## src/rtl/debounce_scheduler.sv

```systemverilog
// Time-shared switch debouncer: one counter and a two-state FSM qualify one channel at a time.
// Define DEBOUNCE_SCHED_SYNC_EN to add a 2-flop synchronizer on every i_Bouncy bit.
module debounce_scheduler #(
  parameter int NUM_CH         = 4,
  parameter int DEBOUNCE_LIMIT = 250000,
  parameter int IDX_W          = (NUM_CH > 1) ? $clog2(NUM_CH) : 1
) (
  input  logic              i_Clk,
  input  logic              i_Rst_L,
  input  logic [NUM_CH-1:0] i_Bouncy,
  output logic [NUM_CH-1:0] o_Debounced,
  output logic              o_Event_Valid,
  output logic [IDX_W-1:0]  o_Event_Index,
  output logic              o_Event_Rise,
  output logic              o_Busy
);

  localparam int               CNT_W    = $clog2(DEBOUNCE_LIMIT + 1);
  localparam logic [CNT_W-1:0] CNT_LAST = CNT_W'(DEBOUNCE_LIMIT - 1);
  localparam logic [IDX_W-1:0] IDX_LAST = IDX_W'(NUM_CH - 1);
  localparam logic [IDX_W:0]   NUM_CH_W = (IDX_W + 1)'(NUM_CH);

  localparam logic [0:0] S_IDLE   = 1'b0;
  localparam logic [0:0] S_VERIFY = 1'b1;

  logic [NUM_CH-1:0] w_s_in;
  logic [NUM_CH-1:0] w_mismatch;
  logic [IDX_W-1:0]  w_rot_idx [NUM_CH];
  logic [NUM_CH-1:0] w_rot_hit;
  logic [IDX_W-1:0]  w_pick;
  logic              w_found;
  logic [IDX_W-1:0]  w_next_ptr;

  logic [0:0]        r_state;
  logic [CNT_W-1:0]  r_cnt;
  logic [IDX_W-1:0]  r_ptr;
  logic [IDX_W-1:0]  r_cand;
  logic [NUM_CH-1:0] r_debounced;
  logic              r_event_valid;
  logic [IDX_W-1:0]  r_event_index;
  logic              r_event_rise;

`ifdef DEBOUNCE_SCHED_SYNC_EN
  logic [NUM_CH-1:0] r_sync_meta;
  logic [NUM_CH-1:0] r_sync;

  for (genvar gi = 0; gi < NUM_CH; gi++) begin : g_sync
    always_ff @(posedge i_Clk or negedge i_Rst_L) begin
      if (!i_Rst_L) begin
        r_sync_meta[gi] <= 1'b0;
        r_sync[gi]      <= 1'b0;
      end else begin
        r_sync_meta[gi] <= i_Bouncy[gi];
        r_sync[gi]      <= r_sync_meta[gi];
      end
    end
  end

  assign w_s_in = r_sync;
`else
  assign w_s_in = i_Bouncy;
`endif

  assign w_mismatch = w_s_in ^ r_debounced;

  // Slot gi of the rotated view is channel (r_ptr + gi) mod NUM_CH.
  for (genvar gi = 0; gi < NUM_CH; gi++) begin : g_rot
    logic [IDX_W:0] w_sum;
    assign w_sum          = {1'b0, r_ptr} + (IDX_W + 1)'(gi);
    assign w_rot_idx[gi]  = (w_sum >= NUM_CH_W) ? IDX_W'(w_sum - NUM_CH_W) : w_sum[IDX_W-1:0];
    assign w_rot_hit[gi]  = w_mismatch[w_rot_idx[gi]];
  end

  // Walk slots from the top down so the slot nearest the pointer wins.
  always_comb begin
    w_pick  = '0;
    w_found = |w_rot_hit;
    for (int i = NUM_CH - 1; i >= 0; i--) begin
      if (w_rot_hit[i]) begin
        w_pick = w_rot_idx[i];
      end
    end
  end

  assign w_next_ptr = (r_cand == IDX_LAST) ? '0 : r_cand + IDX_W'(1);

  always_ff @(posedge i_Clk or negedge i_Rst_L) begin
    if (!i_Rst_L) begin
      r_state       <= S_IDLE;
      r_cnt         <= '0;
      r_ptr         <= '0;
      r_cand        <= '0;
      r_debounced   <= '0;
      r_event_valid <= 1'b0;
      r_event_index <= '0;
      r_event_rise  <= 1'b0;
    end else begin
      r_event_valid <= 1'b0;
      case (r_state)
        S_IDLE: begin
          if (w_found) begin
            r_cand  <= w_pick;
            r_cnt   <= '0;
            r_state <= S_VERIFY;
          end
        end
        S_VERIFY: begin
          if (w_s_in[r_cand] == r_debounced[r_cand]) begin
            // Advancing past an aborted channel keeps a chattering switch from starving others.
            r_ptr   <= w_next_ptr;
            r_state <= S_IDLE;
          end else if (r_cnt == CNT_LAST) begin
            r_debounced[r_cand] <= ~r_debounced[r_cand];
            r_event_valid       <= 1'b1;
            r_event_index       <= r_cand;
            r_event_rise        <= ~r_debounced[r_cand];
            r_ptr               <= w_next_ptr;
            r_state             <= S_IDLE;
          end else begin
            r_cnt <= r_cnt + CNT_W'(1);
          end
        end
        default: r_state <= S_IDLE;
      endcase
    end
  end

  assign o_Debounced   = r_debounced;
  assign o_Event_Valid = r_event_valid;
  assign o_Event_Index = r_event_index;
  assign o_Event_Rise  = r_event_rise;
  assign o_Busy        = (r_state == S_VERIFY);

endmodule

```

## config.mk

```make
export PLATFORM = sky130hd
export DESIGN_NAME = debounce_scheduler
export DESIGN_NICKNAME = d
export VERILOG_FILES = /design/src/rtl/debounce_scheduler.sv
export SDC_FILE = /design/constraint.sdc
export NUM_CORES = 1
export LEC_CHECK = 0
export ABC_CLOCK_PERIOD_IN_PS = 2000
export CORE_UTILIZATION = 52
export CTS_CLUSTER_SIZE = 12
export DETAILED_ROUTE_END_ITERATION = 6
export HOLD_SLACK_MARGIN = 0.1
export PLACE_DENSITY = 0.86
export SLEW_MARGIN = 10
export SYNTH_ARGS = -nofsm -noshare
export SYNTH_HDL_FRONTEND = slang
export SYNTH_SLANG_ARGS = --single-unit
```

## constraint.sdc

```tcl
create_clock -name i_Clk -period 2 [get_ports i_Clk]
set_clock_uncertainty 0.2 [all_clocks]
set_input_delay 0.6 -clock i_Clk [delete_from_list [all_inputs] [get_ports i_Clk]]
set_output_delay 0.6 -clock i_Clk [all_outputs]
set_load 0.005 [all_outputs]
```

==> flow_metrics.tcl <==
set metrics [dict create \
    fin_cells 311 \
    drt_iter0_drc 165 \
    p_leak_nw 1.22 \
    slowest_stage "mux4_2" \
    worst_pin_slew_ns 0.346 \
    whs_endpoint "o_Event_Index[1]" \
    critPathMaxFanout 6 \
    syn-num-nets 200 \
    postCtsHoldBufs 0 \
    grt_first_pass_wirelength_um 8600 \
    yosysMostFrequentCell "dfrtp_1" \
    worst_slack_ns -0.275 \
    hp-class "flip-flop to flip-flop" \
    cts_buffer_depth 2 \
    dr.pass1.iters 5 \
    drc_errors 0 \
    core_mm2 0.00339 \
    dpl_cell_area_mm2 0.00244 \
    r2r_end "r_cnt[16]" \
    syn_avg_cell_area_um2 9.82 \
    wire_per_inst_um 20.0 \
    dieWidth_um 61.7 \
    slew_headroom_pct 76.9 \
    reg2regPathDepth 5 \
    dieArea_mm2 0.00381 \
    setup_viol 32 \
    dp_hpwl_um 3690 \
    drv_cap 0 \
    final_core_util_pct 83.5 \
    synth_cell_types 49 \
    grtUsageTotal_pct 32.5 \
    cts.clk_slew.worst_paths_ns 0.09 \
    synth.area.top_cells "dfrtp_1, ha_1, xnor2_1" \
    worstHoldStart "o_Event_Index[1]" \
    startpoint_type "flip-flop" \
    viasPerCell 6.34 \
    io_pins 15 \
    grt_pass1_vias 1791 \
    ant_nets 0 \
    finalCriticalPeriod_ns 2.28 \
    insertion_delay_ns 0.35 \
    start_util_pct 54.7 \
    clock-root-buffer "clkbuf_4" \
    globalplace.congestion 0.926 \
    worstSetupPathType "flip-flop to flip-flop" \
    status "finished with violations" \
    ys_ff_latch 31 \
    rr_startpoint "o_Debounced[0]" \
    die_y_um 61.7 \
    rrSetupSlack_ns -0.28 \
    grt_remaining_overflow 0 \
    rows 21 \
    dp_slack_ns -0.974 \
    async_flop_share_pct 100 \
    layout.nets 276 \
    synth.cell_area_mm2 0.00186 \
    cts_tree "yes" \
    grt_max_degree 32 \
    cp-end-kind "flip-flop" \
    design_area_mm2 0.00283 \
    fmax_mhz 440 \
    wl_um 6210 \
    htreeDepth 2 \
    yosys_most_used_dff "dfrtp_1" \
    irDropWorstVdd_mv 0.582 \
    antenna_found_initial 0 \
    power_density_mw_per_mm2 826 \
    violations "negative setup slack" \
    worstPathRequired_ns 2.03 \
    clock_sinks 31 \
    cts_buffers 5 \
    antennaDiodeCount 0 \
    critPathArrivalTime_ns 2.30 \
    hold_depth 1 \
    fin_crit_sh_pct 114 \
    slew_violations 0 \
    yosys_warnings 0 \
    timing.hold.ws_ns 0.325 \
    worstPathCellList "xnor2_2, mux4_2, a2111oi_4, and4_1, nor3_1" \
    synth_top_area_share_pct 41.8 \
    yosysTopAreaCell "dfrtp_1" \
    drive_gt1_share_pct 44.5 \
    io_buffer_count 14 \
    area_growth_pct 52.5 \
    synthCells 189 \
    slowest_delay_ns 0.61 \
    synth_edf_count 0 \
    yosys-top-cells-count "dfrtp_1, inv_1, nand2_1" \
    place_inst 293 \
    dr_total_vias 1972 \
    final-hold-violation-count 0 \
    yosysSeqAreaShare_pct 41.8 \
    rsz0062_at_grt "yes" \
]
[power breakdown]
part | leakage [nW] | internal (W) | total [W] | switching (W)
combinational | 0.793 | 0.000505 | 0.00119 | 0.000684
clock | 0.0341 | 0.000163 | 0.000388 | 0.000226
sequential | 0.395 | 0.000700 | 0.000761 | 0.0000612
total | 1.22 | 0.00137 | 0.00234 | 0.000971
[through the flow]
stage	total power, W	setup TNS (ns)
finish	0.00234	-4.80
global route	0.00244	-6.15
CTS	0.00214	-4.60
detailed placement	0.00166	-25.11
global placement	0.00164	-23.72
floorplan	0.00125	-4.41
[worst max-delay path by stage]
stage / start / endpoint / slack (ns) / depth (start not counted)
2_1_floorplan: i_Bouncy[2] / r_cnt[16] / -0.25 / 5
5_1_grt: o_Debounced[0] / r_cnt[16] / -0.34 / 5
6_report: o_Debounced[0] / r_cnt[16] / -0.28 / 5
3_3_place_gp: i_Bouncy[2] / o_Event_Index[1] / -0.90 / 5
4_1_cts: o_Debounced[0] / r_cnt[16] / -0.26 / 5
3_5_place_dp: i_Bouncy[2] / o_Event_Index[0] / -0.97 / 5
[area by class of cell]
class                           instances  area, um2
Clock buffer                            6       51.3
Timing Repair Buffer                   73        614
Multi-Input combinational cell        141       1270
Sequential cell                        31        781
Tap cell                               46       57.6
Fill cell                             181        561
Inverter                               13       48.8
Clock inverter                          1       5.00
[critical path: cells and delay by family (launching register included)]
| family | cells | cell delay (ns) |
|---|---|---|
| mux | 1 | 0.61 |
| flops | 1 | 0.46 |
| compound gates | 1 | 0.41 |
| simple gates | 2 | 0.32 |
| xor+xnor | 1 | 0.16 |
[routing by layer]
metal | vias to the layer above | share of wire, % | wire, um | GRT usage [%]
met5 | - | 0 | 0 | 0
met1 | 978 | 40 | 2460 | 39.4
met3 | 23 | 6.8 | 420 | 7.04
met4 | 0 | 3.0 | 189 | 15.9
li1 | 860 | - | - | -
met2 | 111 | 51 | 3140 | 55.0
[state kept, by name, summed over array words and instances, names as in the netlist]
signal and flops:
o_Event_Rise 1, r_cnt 18, r_ptr 2, o_Event_Valid 1, o_Debounced 4, r_cand 2
o_Busy 1, o_Event_Index 2
[kinds of logic after synthesis]
kind of cell | after synthesis | share of synthesized area, %
fa+ha+maj | 5 | 3.37
buf+inv | 18 | 3.98
xor+xnor | 12 | 6.07
mux | 6 | 4.79
simple gates | 63 | 19.6
compound gates | 54 | 20.4
flops | 31 | 41.8
[layout by cell type, fill, tap and decap left out, types with 3 or more instances in the layout]
cell	instances
a21oi_1	11
nand2_1	12
buf_4	47
a31oi_4	3
dlygate4sd2_1	6
nand3_1	7
inv_1	13
o21ai_1	5
dfrtp_1	27
dfrtp_2	4
ha_1	5
clkbuf_4	5
o21ai_2	3
buf_2	5
o21ai_0	4
xnor2_2	3
nor3_1	3
a31o_2	4
dlymetal6s2s_1	3
or3_1	7
xnor2_1	3
buf_6	9
nor2_1	7
o31ai_1	3
[repair_timing]
item | 4_1_cts | 5_1_grt
setup endpoints to repair | 39 | 37
gates resized for setup | 43 | 42
endpoints found under the hold margin | 0 | 0
pin swaps | 12 | 11
cloned | 1 | 1
buffers inserted | 5 | 4
No activity file was read; power rests on OpenSTA's default activity.
